**src/rtl/vga_pkg.sv**
```systemverilog
// vga_pkg: 640x480@60 timing preset, sync polarity codes and line/frame total helper
package vga_pkg;
  localparam bit POL_LOW = 1'b0;
  localparam bit POL_HIGH = 1'b1;
  localparam int H_RES = 640;
  localparam int H_FRONT = 16;
  localparam int H_SYNC = 96;
  localparam int H_BACK = 48;
  localparam int V_RES = 480;
  localparam int V_FRONT = 10;
  localparam int V_SYNC = 2;
  localparam int V_BACK = 33;
  function automatic int vga_total(input int res, input int front, input int sync, input int back);
    return res + front + sync + back;
  endfunction
endpackage

```
**src/rtl/vga_delay_line.sv**
```systemverilog
// vga_delay_line: DEPTH-stage clock-enabled shift register with a reset flush value
module vga_delay_line #(
  parameter int DEPTH = 1,
  parameter int WIDTH = 1,
  parameter logic [WIDTH-1:0] RST_VAL = '0
) (
  input  logic             clock,
  input  logic             reset,
  input  logic             ce,
  input  logic [WIDTH-1:0] d,
  output logic [WIDTH-1:0] q
);
  logic [WIDTH-1:0] sr [DEPTH];
  always_ff @(posedge clock)
    if (reset) begin
      for (int i = 0; i < DEPTH; i++) sr[i] <= RST_VAL;
    end else if (ce) begin
      sr[0] <= d;
      for (int i = 1; i < DEPTH; i++) sr[i] <= sr[i-1];
    end
  assign q = sr[DEPTH-1];
endmodule

```
**src/rtl/vga_timing_gen.sv**
```systemverilog
// vga_timing_gen: parametrised VGA sync/blank/frame-buffer address generator; VGA_FRAME_COUNT_EN adds frame_count
module vga_timing_gen
  import vga_pkg::*;
#(
  parameter int HRES = H_RES,
  parameter int HFRONT = H_FRONT,
  parameter int HSYNC = H_SYNC,
  parameter int HBACK = H_BACK,
  parameter int VRES = V_RES,
  parameter int VFRONT = V_FRONT,
  parameter int VSYNC = V_SYNC,
  parameter int VBACK = V_BACK,
  parameter bit HSYNC_POL = POL_LOW,
  parameter bit VSYNC_POL = POL_LOW,
  parameter int HSCALE = 0,
  parameter int VSCALE = 0,
  parameter int MEM_LAT = 1,
  parameter int ADDR_W = 19
) (
  input  logic              clock,
  input  logic              reset,
  input  logic              pix_ce,
`ifdef VGA_FRAME_COUNT_EN
  output logic [15:0]       frame_count,
`endif
  output logic [ADDR_W-1:0] mem_add,
  output logic              vga_hsync,
  output logic              vga_vsync,
  output logic              vga_blank,
  output logic              vga_sync,
  output logic              line_start,
  output logic              frame_start
);
  localparam int HTOTAL = vga_total(HRES, HFRONT, HSYNC, HBACK);
  localparam int VTOTAL = vga_total(VRES, VFRONT, VSYNC, VBACK);
  localparam int HW = $clog2(HTOTAL + 1);
  localparam int VW = $clog2(VTOTAL + 1);
  localparam logic [HW-1:0] H_LAST = HW'(HTOTAL - 1);
  localparam logic [HW-1:0] H_VIS = HW'(HRES);
  localparam logic [HW-1:0] H_SON = HW'(HRES + HFRONT);
  localparam logic [HW-1:0] H_SOFF = HW'(HRES + HFRONT + HSYNC);
  localparam logic [VW-1:0] V_LAST = VW'(VTOTAL - 1);
  localparam logic [VW-1:0] V_VIS = VW'(VRES);
  localparam logic [VW-1:0] V_SON = VW'(VRES + VFRONT);
  localparam logic [VW-1:0] V_SOFF = VW'(VRES + VFRONT + VSYNC);
  localparam logic [VW-1:0] V_MASK = VW'((1 << VSCALE) - 1);
  localparam logic [ADDR_W-1:0] ROW_INC = ADDR_W'(HRES >> HSCALE);
  logic [HW-1:0] hcount;
  logic [VW-1:0] vcount;
  logic [ADDR_W-1:0] row_base;
  logic h_wrap, v_wrap, v_last, visible, hs_act, vs_act;
  assign h_wrap = hcount == H_LAST;
  assign v_wrap = vcount == V_LAST;
  assign v_last = (vcount & V_MASK) == V_MASK;
  assign visible = hcount < H_VIS && vcount < V_VIS;
  assign hs_act = hcount >= H_SON && hcount < H_SOFF;
  assign vs_act = vcount >= V_SON && vcount < V_SOFF;
  assign line_start = pix_ce && !reset && hcount == '0;
  assign frame_start = line_start && vcount == '0;
  assign vga_sync = 1'b0;
  always_ff @(posedge clock)
    if (reset) begin
      hcount <= '0;
      vcount <= '0;
      row_base <= '0;
      mem_add <= '0;
    end else if (pix_ce) begin
      hcount <= h_wrap ? '0 : hcount + 1'b1;
      if (h_wrap) begin
        vcount <= v_wrap ? '0 : vcount + 1'b1;
        row_base <= v_wrap ? '0 : v_last ? row_base + ROW_INC : row_base;
      end
      if (visible) mem_add <= row_base + ADDR_W'(hcount >> HSCALE);
    end
  vga_delay_line #(
    .DEPTH(MEM_LAT + 1),
    .WIDTH(3),
    .RST_VAL({~HSYNC_POL, ~VSYNC_POL, 1'b0})
  ) u_dly (
    .clock(clock),
    .reset(reset),
    .ce(pix_ce),
    .d({hs_act ^ ~HSYNC_POL, vs_act ^ ~VSYNC_POL, visible}),
    .q({vga_hsync, vga_vsync, vga_blank})
  );
`ifdef VGA_FRAME_COUNT_EN
  always_ff @(posedge clock)
    if (reset) frame_count <= '0;
    else if (frame_start) frame_count <= frame_count + 1'b1;
`endif
endmodule

```
**config.mk**
```make
export PLATFORM = sky130hd
export DESIGN_NAME = vga_timing_gen
export DESIGN_NICKNAME = d
export VERILOG_FILES = /design/src/rtl/vga_pkg.sv /design/src/rtl/vga_delay_line.sv /design/src/rtl/vga_timing_gen.sv
export SDC_FILE = /design/constraint.sdc
export NUM_CORES = 1
export LEC_CHECK = 0
export ABC_AREA = 1
export BUFFER_PORTS_ARGS = -buffer_cell sky130_fd_sc_hd__buf_2
export CORE_ASPECT_RATIO = 0.6
export CORE_UTILIZATION = 55
export CTS_BUF_LIST = sky130_fd_sc_hd__clkbuf_2
export DETAILED_ROUTE_END_ITERATION = 8
export PLACE_DENSITY = 0.77
export SYNTH_ARGS = -nofsm -noshare
export SYNTH_HDL_FRONTEND = slang
export SYNTH_SLANG_ARGS = --single-unit
```
**constraint.sdc**
```tcl
create_clock -name clock -period 1.7 [get_ports clock]
set_clock_uncertainty 0.05 [all_clocks]
set_input_delay 0.34 -clock clock [delete_from_list [all_inputs] [get_ports clock]]
set_output_delay 0.34 -clock clock [all_outputs]
set_load 0.05 [all_outputs]
```
# Word level (Yosys, flattened, before mapping)
# Memory sizes are Yosys's and may differ from the RTL's.
# Cells that the tools add are included.
totals:
  inputBits: 3
  latchBits: 0
  rom_bits: 0
  memories: 1
  output_inout_bits: 25
  ram_bits: 6
  elab_cells: 42
  reg_bits: 58
op_classes:
  muxes: 10
  div: 0
  addsub: 4
  shifts: 0
  bitwise_logic: 4
  mul: 0
  order_cmp: 6
  eq_ne: 2
  reduce_logical: 11
memory_table:
  columns: ["memory", "depth", "word_bits", "read_ports", "rd_ports_with_merged_regs", "write_ports", "line", "source"]
  rows:
  - ["u_dly.sr", 2, 3, 2, 0, 2, "vga_delay_line.sv:13", "logic [WIDTH-1:0] sr [DEPTH];"]
op_table:
  columns: ["operator", "n"]
  rows:
  - ["adder 10 x 1 -> 10 bit, second input constant", 2]
  - ["== test 10 bit, second input constant", 2]
  - ["logical NOT 10 bit", 2]
  - ["less-than comparator 10 bit, second input constant", 2]
  - ["less-than comparator 10 x 9 -> 1 bit, second input constant", 2]
  - ["2-to-1 mux 10 bit", 2]
  - ["adder 19 x 10 -> 19 bit", 1]
  - ["adder 19 x 10 -> 19 bit, second input constant", 1]
  - ["2-to-1 mux 19 bit", 1]
  - [">= comparator 10 bit, second input constant", 1]
  - [">= comparator 10 x 9 -> 1 bit, second input constant", 1]
  - ["logical AND 1 bit", 6]
  - ["2-to-1 mux 3 bit", 2]
  - ["2-to-1 mux 1 bit", 5]
  - ["AND reduction 2 bit", 2]
  - ["inverter 1 bit", 2]
  - ["bitwise OR 1 bit", 2]
  - ["logical NOT 1 bit", 1]

# Depth between registers and ports, before layout
# Gate-level depths: netlist (run 1).
logic_depth:
  depth_word: 4
  depth_mapped: 10
  depth_no_buf: 10

# Hierarchy
# Synthesis (run 1) repeated with hierarchy kept, for this count alone.
unflattened:
  hier_cells: 418
  hier_area_um2: 2969.1
modules_own_cells:
  columns: ["mod", "area_per_inst_um2", "instances", "seq_area_each_um2", "cells_per_inst"]
  rows:
  - ["vga_timing_gen", 2700.1, 1, 1021.0, 392]
  - ["vga_delay_line", 269.0, 1, 180.2, 26]

# Least setup slack after synthesis (run 1)
# Ideal clock, no wire load.
synth_timing:
  path_kind: "input -> output"
  from: "in reset"
  to: "out frame_start"
  slack_ps: -639
  arrival_time_ps: 1949
  t_required_ps: 1310
  path_stages: 4
  n_path_buf: 1
  path_cell_list: "clkbuf_1 nor2_1 nand4_1 nor3_1"
synth_between:
  elab_chain_cells: 4
synth_lines:
  columns: ["element", "line", "source"]
  rows:
  - ["from (decl)", "vga_timing_gen.sv:21", "input logic reset,"]
  - ["logical NOT 1 bit", "vga_timing_gen.sv:58", "assign line_start = pix_ce && !reset && hcount == '0;"]
  - ["logical AND 1 bit (2 in a row)", "vga_timing_gen.sv:58", null]
  - ["logical AND 1 bit", "vga_timing_gen.sv:59", "assign frame_start = line_start && vcount == '0;"]
  - ["to (decl)", "vga_timing_gen.sv:32", "output logic frame_start"]
# No other way between the ends.

# Worst setup path after layout (run 1)
layout_timing:
  from: "reg hcount[0]"
  to: "out frame_start"
layout_between:
  elab_chain_cells: 3
layout_lines:
  columns: ["element", "line", "source"]
  rows:
  - ["from (decl)", "vga_timing_gen.sv:48", "logic [HW-1:0] hcount;"]
  - ["from (signal assigned)", "vga_timing_gen.sv:68", "hcount <= h_wrap ? '0 : hcount + 1'b1;"]
  - ["logical NOT 10 bit", "vga_timing_gen.sv:58", null]
  - ["logical AND 1 bit", "vga_timing_gen.sv:58", null]
  - ["logical AND 1 bit", "vga_timing_gen.sv:59", null]
# No other way between the ends.

==> results of run 1 <==
## worst max path at each step
stage | from | end | slack [ns] | cells past startpoint
finish | hcount[0] | frame_start | -0.49 | 7
global route | hcount[1] | frame_start | -0.63 | 7
CTS | hcount[0] | frame_start | -0.52 | 7
detailed placement | hcount[7] | mem_add[15] | -0.11 | 11
global placement | hcount[1] | frame_start | -0.06 | 7
floorplan | hcount[0] | frame_start | -0.06 | 6
## where the power goes
part / internal (mW) / switching [mW]
registers: 1.39 / 0.0169
clock network: 0.486 / 0.566
logic: 0.115 / 0.245
total: 2.00 / 0.828
## cell usage after synthesis (all sizes together)
library cell / number
o21a: 1
mux2i: 1
o211ai: 1
nand4: 10
a21oi: 22
ha: 8
buf: 6
xor2: 7
or2: 3
inv: 59
nor3b: 1
o21ai: 26
clkbuf: 2
xnor2: 2
nand3: 35
edfxtp: 6
nand2: 89
dfxtp: 51
nor3: 15
nor2: 56
conb: 1
## state kept, by name (all words and copies together) (netlist names)
name      cells
row_base     12
vcount       10
u_dly.sr      6
mem_add      19
hcount       10
## stage by stage
step	instances	utilization, %	power [mW]	TNS, ns	hold WS, ns
2_1_floorplan	402	-	1.65	-0.0589	0.413
3_3_place_gp	522	69.7	1.74	-0.126	0.402
3_5_place_dp	522	69.7	1.74	-1.07	0.405
4_1_cts	544	76.0	2.78	-0.955	0.190
5_1_grt	556	84.0	2.91	-4.56	0.189
6_report	556	84.0	2.82	-2.22	0.230
## layout make-up
class,instances,share of cell area [%]
clock buffer,9,1.12
clock inverter,7,2.37
inverter,59,5.83
multi-input combinational,279,43.4
sequential,57,30.2
tap,63,1.96
timing repair buffer,82,15.1
## metal layers
layer  wire (microns)  share of wire (%)  vias up  global-route usage [%]
met5                0                  0        -                       0
met4              270                2.9        0                    8.66
met3             1120                 12       37                    12.7
met2             4070                 43      212                    45.4
met1             3920                 42     1441                    45.0
li1                 -                  -     1463                       -
## worst max-delay path, cell delays in order, from the launching register on
cell and delay, ns:
sky130_fd_sc_hd__dfxtp_2 0.37, sky130_fd_sc_hd__inv_2 0.07, sky130_fd_sc_hd__ha_4 0.13, sky130_fd_sc_hd__nand2_2 0.05, sky130_fd_sc_hd__nor3_2 0.10, sky130_fd_sc_hd__nand4_1 0.20
sky130_fd_sc_hd__nor3_4 0.19, sky130_fd_sc_hd__buf_6 0.18
## cells by family (layout without fill, tap and decap cells)
logic type | count (synthesis) | after routing | synth area share, %
compound gates | 50 | 50 | 9.06
xor+xnor | 9 | 9 | 2.76
fa+ha+maj | 8 | 8 | 3.50
buf+inv | 67 | 157 | 9.33
flops | 57 | 57 | 42.0
mux | 1 | 1 | 0.350
other cells | 1 | 1 | 0.131
simple gates | 209 | 210 | 32.8
## what timing repair did
| item | CTS | global route |
|---|---|---|
| pin swaps | 11 | 27 |
| gates resized for setup | 32 | 77 |
| endpoints found under the setup margin | 30 | 36 |
| setup buffers | 5 | 12 |
| cloned | 1 | 0 |
==> metrics, run 1 <==
starting density of the core 59.8%; Slew Limit Fails 0; Std-Cell Core Area 4780 sq um; Synth Net Count 413; floorplan die area 5500 sq um; leakage dissipation 1.82 nW; number of distinct standard cells referenced by the synthesized netlist 32; routed length per placed instance between 15 and 20 microns; WP data required 1.31 ns; Hold Path End mem_add[4]; initial antenna violation count 0; synthesized netlist cell count 402; Final Routed Wirelength 9380 microns; CP max FO 2; Synth area leader sky130_fd_sc_hd__dfxtp_1; fin crit share 129%; Worst-path clk slew 0.19 ns; crit path launch type flip-flop; worst IR drop on VDD about 0.00093 V; violated checks negative setup slack; final critical path time including I/O delays and setup 2.19 ns; vias in the first global route around 2,700; Max clock buf depth 2; area growth from synthesis to layout 40.5%; worst slack after detailed placement -0.114 ns; First DRT Iteration DRCs 281; number of diodes 0; clk sinks 57; Worst Hold Class input port to flip-flop; residual DRC count 0; total placed instance area 3330 sq um; share of the synthesized area in the top cell type 35.7%; overflow left after global routing 0; data arrival time of the critical path 1.80 ns; total power divided by cell area 703 nW/um^2; leading cell types in the layout, fill and taps excluded sky130_fd_sc_hd__nand2_1 (71), sky130_fd_sc_hd__inv_1 (50), sky130_fd_sc_hd__buf_4 (45), sky130_fd_sc_hd__nor2_1 (43), sky130_fd_sc_hd__dfxtp_1 (43); layout cells sized above 1 37.1%; finished layout cell area 4010 sq um; first-pass GRT wire length 12,900 microns; # nets final 499; hpwl dp 5760 microns; cell area after synthesis 2860 sq um; I/O Pins 28; final setup vio count 20; most common library cell in the layout ignoring fill and taps sky130_fd_sc_hd__nand2_1; TritonCTS Buffers 9; max-capacitance violation count 0; Clock Tree Root sky130_fd_sc_hd__clkbuf_2; number of port buffers 26; global-route usage over all layers between 30% and 40%; type of the worst setup path flip-flop to output port; Hold Path Cell Cnt 3; number of fill cells in the layout 266; final antenna-violating net count 0; Min-Delay Startpoint reset; Peak Freq 457 MHz; multi-input combinational cell area 1740 sq um; sequential element share of the synthesized area 42.0%; CTS tree done; Die Height 57.8 microns; maximum number of pins on one net before global-route repair 18; worst path setup slack after routing -0.487 ns; Row Count 19; outcome complete, but fails checks; vias post-DR 3,153; Clock Latency Late Sink about 0.52 ns; Vias per Instance 5.67; end of the worst register-to-register path row_base[13]; number of hold buffers added after CTS 0; sequential cell area in the final layout 1210 sq um; Post-Synthesis Mean Instance Area 7.11 sq um; count of state elements after synthesis 57; Final Hold Viols 0; crit end category output port; main area contributors after synthesis sky130_fd_sc_hd__dfxtp_1 (36%), sky130_fd_sc_hd__nand2_1 (12%), sky130_fd_sc_hd__inv_1 (7.1%), sky130_fd_sc_hd__edfxtp_1 (6.3%), sky130_fd_sc_hd__nor2_1 (6.3%); number of cell instances on the worst register-to-register path 10; reg-to-reg critical path startpoint hcount[7]; setup repair after global routing missed its margin true; R2R setup slack -0.14 ns; die width 95.1 microns; final RePlAce weighted congestion 1.02; htree depth 3; Synthesis Warnings 0; first-pass iteration count of the detailed router 6
Power figures use the tool's default switching activity.
==> run 2: changes to the inputs <==
==> constraint.sdc (replaced) <==
create_clock -name clock -period 1.8 [get_ports clock]
set_clock_uncertainty 0.05 [all_clocks]
set_input_delay 0.36 -clock clock [delete_from_list [all_inputs] [get_ports clock]]
set_output_delay 0.36 -clock clock [all_outputs]
set_load 0.05 [all_outputs]
==> metrics, run 2 (synthesized netlist as in run 1, its figures left out) <==
outcome complete, but fails checks; violated checks negative setup slack; TritonCTS Buffers 9; placed cell count 513; top flop regs mem_add x19, row_base x12; sequence of cells on the critical path inv_2, ha_4, nand2_2, nor3_2, nand4_1, nor3_4, buf_6; clk sinks 57; global routing usage on met3 8.79%; number of diodes 0; Most flops, register mem_add; vias in the first global route between 2,000 and 2,500; sequential cell area in the final layout roughly 1200 sq um; data arrival time of the critical path 1.79 ns; CP max stage cell sky130_fd_sc_hd__dfxtp_2; Max clock buf depth 2; CP max stage delay about 0.37 ns; worst slack after detailed placement -0.00646 ns; slew at the pin closest to its max-slew limit 0.599 ns; CP max FO 2; floorplan die area roughly 5500 sq um; # nets final ~480; finished layout cell area 3570 sq um; final antenna-violating net count 0; area growth from synthesis to layout 24.9%; layout cells sized above 1 25.3%; first-pass GRT wire length around 12,000 microns; crit end category output port; final setup vio count 2; leading cell types in the layout, fill and taps excluded sky130_fd_sc_hd__nand2_1 (83), sky130_fd_sc_hd__inv_1 (52), sky130_fd_sc_hd__dfxtp_1 (47), sky130_fd_sc_hd__nor2_1 (46), sky130_fd_sc_hd__buf_4 (34); leakage dissipation 1.61 nW; vias post-DR 2,871; Final Hold Viols 0; Row Count 19; htree depth 3; total placed instance area about 3300 sq um; Clock Latency Late Sink 0.51 ns; count of placed standard cells in the final layout, fillers left out 534; busiest layer in global routing met1; Min-Delay Startpoint pix_ce; Peak Freq 456 MHz; remaining max-slew budget at the tightest pin between 50% and 60%; max reg flops 19; total power divided by cell area between 700 and 800 nW/um^2; CTS tree done; I/O Pins 28; Slew Limit Fails 0; Total Negative Setup Slacks -0.723 ns; max-capacitance violation count 0; multi-input combinational cell area 1520 sq um; fin crit share 122%; crit path launch type flip-flop; first-pass iteration count of the detailed router 8; met1 capacity usage during global routing a little over two fifths; worst IR drop on VDD ~0.00048 V; number of port buffers 26; type of the worst setup path flip-flop to output port; overflow left after global routing 0; crit-path leading delay family simple AND/OR/NAND/NOR gates; routed length per placed instance 14.0 microns; First DRT Iteration DRCs 286; Worst-path clk slew 0.17 ns; initial antenna violation count 0; maximum number of pins on one net before global-route repair 18; worst setup path startpoint hcount[0]; final RePlAce weighted congestion 0.965; Vias per Instance 5.38; number of fill cells in the layout 370; die width 95.1 microns; Worst Hold Class input port to flip-flop; most common library cell in the layout ignoring fill and taps sky130_fd_sc_hd__nand2_1; worst path setup slack after routing -0.395 ns; R2R setup slack 0.10 ns; Final Routed Wirelength 7480 microns; hpwl dp 5450 microns; Final Hold Slack 0.214 ns; starting density of the core 59.8%; number of hold buffers added after CTS 0; Std-Cell Core Area 4780 sq um; reg-to-reg critical path startpoint hcount[7]; Clock Tree Root sky130_fd_sc_hd__clkbuf_2; final critical path time including I/O delays and setup between 2 and 2.5 ns; met2 track demand over resource 41.3%; setup repair after global routing missed its margin true; count of buffer and inverter cells on the critical path 2; residual DRC count 0; global-route usage over all layers 29.1%; Die Height 57.8 microns; WP data required approximately 1.4 ns
run 2: changes by cell type in the layout (fill, tap and decap cells not counted), sizes merged:
cell / delta
buf: -22
inv: +1
clkinvlp: -1
run 2: repair_timing:
| action | CTS | global route |
|---|---|---|
| cloned | 0 | 1 |
| setup buffers | 1 | 4 |
| pin swaps | 4 | 11 |
| endpoints found under the hold margin | 0 | 0 |
| setup endpoints to repair | 10 | 33 |
| resized for setup | 12 | 20 |
run 2: path summary, 6_finish.rpt:
kind	cells past startpoint	endpoint
worst max-delay path	7	frame_start
worst min-delay path	4	hcount[2]
worst max register to register	9	row_base[12]
worst min register to register	2	mem_add[2]
run 2: cell type report:
cell class | instances | area share (%)
Sequential cell | 57 | 33.8
Timing Repair Buffer | 60 | 11.2
Inverter | 59 | 6.21
Clock buffer | 9 | 1.26
Tap cell | 63 | 2.21
Multi-Input combinational cell | 279 | 42.5
Clock inverter | 7 | 2.91
run 2: stage by stage:
step	utilization [%]	power, mW
floorplan	-	1.56
global placement	68.2	1.64
detailed placement	68.2	1.64
CTS	72.3	2.66
global route	74.7	2.76
finish	74.7	2.66
run 2: per-layer routing:
layer | share of wire, % | up-vias | routed length [microns]
li1 | - | 1421 | -
met1 | 49 | 1309 | 3670
met2 | 40 | 130 | 3020
met3 | 9.0 | 11 | 676
met4 | 1.6 | 0 | 119
met5 | 0 | - | 0
run 2: report_power, final:
part / switching (mW) / internal, mW / leakage (nW)
logic: 0.219 / 0.0920 / 1.05
clock network: 0.542 / 0.474 / 0.0867
registers: 0.0166 / 1.32 / 0.473
run 2: worst min-delay path, delay by kind of cell:
kind                   cells  cell delay (ns)
buffers and inverters      2             0.15
and+or+nand+nor            2             0.23
==> run 3: changes to the inputs <==
--- a/config.mk
+++ b/config.mk
@@ -11,6 +11,7 @@
 export CORE_UTILIZATION = 55
 export CTS_BUF_LIST = sky130_fd_sc_hd__clkbuf_2
 export DETAILED_ROUTE_END_ITERATION = 8
+export GPL_TIMING_DRIVEN = 0
 export PLACE_DENSITY = 0.77
 export SYNTH_ARGS = -nofsm -noshare
 export SYNTH_HDL_FRONTEND = slang
==> metrics, run 3 (synthesized netlist as in run 1, its figures left out) <==
routed length per placed instance 13.9 microns; vias in the first global route 2,294; I/O Pins 28; Die Height between 50 and 60 microns; remaining max-slew budget at the tightest pin 64.1%; final antenna-violating net count 0; vias post-DR 2,749; maximum number of pins on one net before global-route repair 11; worst IR drop on VDD 0.000466 V; Final Hold Viols 0; crit path launch type flip-flop; total placed instance area 3080 sq um; TritonCTS Buffers 9; htree depth 3; data arrival time of the critical path 1.83 ns; worst path setup slack after routing -0.439 ns; top flop regs mem_add x19, row_base x12; final RePlAce weighted congestion 0.914; global-route usage over all layers 28.1%; Clock Latency Late Sink approximately 0.51 ns; finished layout cell area 3390 sq um; total power divided by cell area between 700 and 800 nW/um^2; count of placed standard cells in the final layout, fillers left out 516; CP max FO 2; violated checks negative setup slack; starting density of the core 59.8%; floorplan die area 5500 sq um; total power after layout 2.45 mW; number of port buffers 25; max reg flops 19; layout cells sized above 1 approximately 21%; residual DRC count 0; area growth from synthesis to layout 18.7%; sequence of cells on the critical path inv_4, ha_4, nand2_2, nor3_2, nand4_1, nor3_4, buf_6; Peak Freq 447 MHz; worst slack after detailed placement -0.234 ns; overflow left after global routing 0; fin crit share 124%; Most flops, register mem_add; Row Count 19; CTS tree done; CP max stage cell sky130_fd_sc_hd__dfxtp_4; die width 95.1 microns; setup repair after global routing missed its margin true; slew at the pin closest to its max-slew limit 0.535 ns; Final Routed Wirelength ~7200 microns; first-pass GRT wire length 11,400 microns; type of the worst setup path flip-flop to output port; Max clock buf depth 2; clk sinks 57; initial antenna violation count 0; outcome complete, but fails checks; Worst Hold Class input port to flip-flop; crit end category output port; max-capacitance violation count 0; Slew Limit Fails 0; leakage dissipation between 1.5 and 2 nW; most common library cell in the layout ignoring fill and taps sky130_fd_sc_hd__nand2_1; First DRT Iteration DRCs ~260; hpwl dp ~5100 microns; number of diodes 0; Worst-path clk slew 0.16 ns; Vias per Instance about 5.3; final critical path time including I/O delays and setup 2.24 ns; leading cell types in the layout, fill and taps excluded sky130_fd_sc_hd__nand2_1 (83), sky130_fd_sc_hd__inv_1 (52), sky130_fd_sc_hd__dfxtp_1 (47), sky130_fd_sc_hd__nor2_1 (46), sky130_fd_sc_hd__nand3_1 (33); placed cell count 490; Std-Cell Core Area roughly 4800 sq um; CP max stage delay 0.39 ns; Clock Tree Root sky130_fd_sc_hd__clkbuf_2; number of hold buffers added after CTS 0; # nets final 459; WP data required 1.39 ns; final setup vio count 10; first-pass iteration count of the detailed router 5
[run 3: cell count changes in the layout (fill, tap and decap cells not counted), sizes merged]
cell / delta
buf: -19
clkbuf: +3
clkinvlp: +2
bufinv: -1
clkinv: -1
inv: -1
nand3: -1
[run 3: cell type report]
| class | count | area, sq um |
|---|---|---|
| multi-input combinational | 278 | 1500 |
| fill | 402 | 1390 |
| sequential | 57 | 1210 |
| inverter | 59 | 224 |
| timing repair buffer | 35 | 213 |
| tap | 63 | 78.8 |
| clock inverter | 6 | 58.8 |
| buffer | 8 | 53.8 |
| clock buffer | 10 | 50.0 |
[run 3: repair_timing]
item	CTS	global route
resized for setup	17	19
endpoints found under the setup margin	14	36
setup buffers	4	6
pin swaps	3	9
[run 3: layer usage]
metal / track usage [%] / up-vias / part of all wire, %
li1: - / 1388 / -
met5: 0 / - / 0
met4: 9.52 / 0 / 1.5
met3: 8.66 / 12 / 9.7
met1: 43.0 / 1215 / 50
met2: 36.8 / 134 / 39
[run 3: worst paths after layout]
kind | cells after the start | slack (ns) | endpoint | start
setup reg to reg | 9 | -0.06 | vcount[2] | hcount[0]
hold reg to reg | 2 | 0.42 | mem_add[4] | mem_add[4]
setup / recovery | 7 | -0.44 | frame_start | hcount[0]
hold / removal | 3 | 0.17 | hcount[2] | pix_ce
[run 3: where the power goes]
group,leakage (nW),switching (mW),internal [mW]
logic,0.978,0.215,0.0828
clock network,0.0654,0.500,0.316
registers,0.473,0.0175,1.32
[run 3: critical path, delay by kind of cell, from the launching register on]
family | cells | cell delay (ns)
buffers and inverters | 2 | 0.24
and+or+nand+nor | 4 | 0.56
DFF | 1 | 0.39
adders and majority gates | 1 | 0.14
[run 3: metrics by stage]
step	utilization [%]	hold WS, ns	setup TNS (ns)
2_1_floorplan	-	0.413	0
6_report	71.0	0.168	-1.14
3_3_place_gp	64.4	0.402	-0.396
3_5_place_dp	64.4	0.404	-0.500
5_1_grt	71.0	0.137	-2.79
4_1_cts	68.4	0.152	-0.824
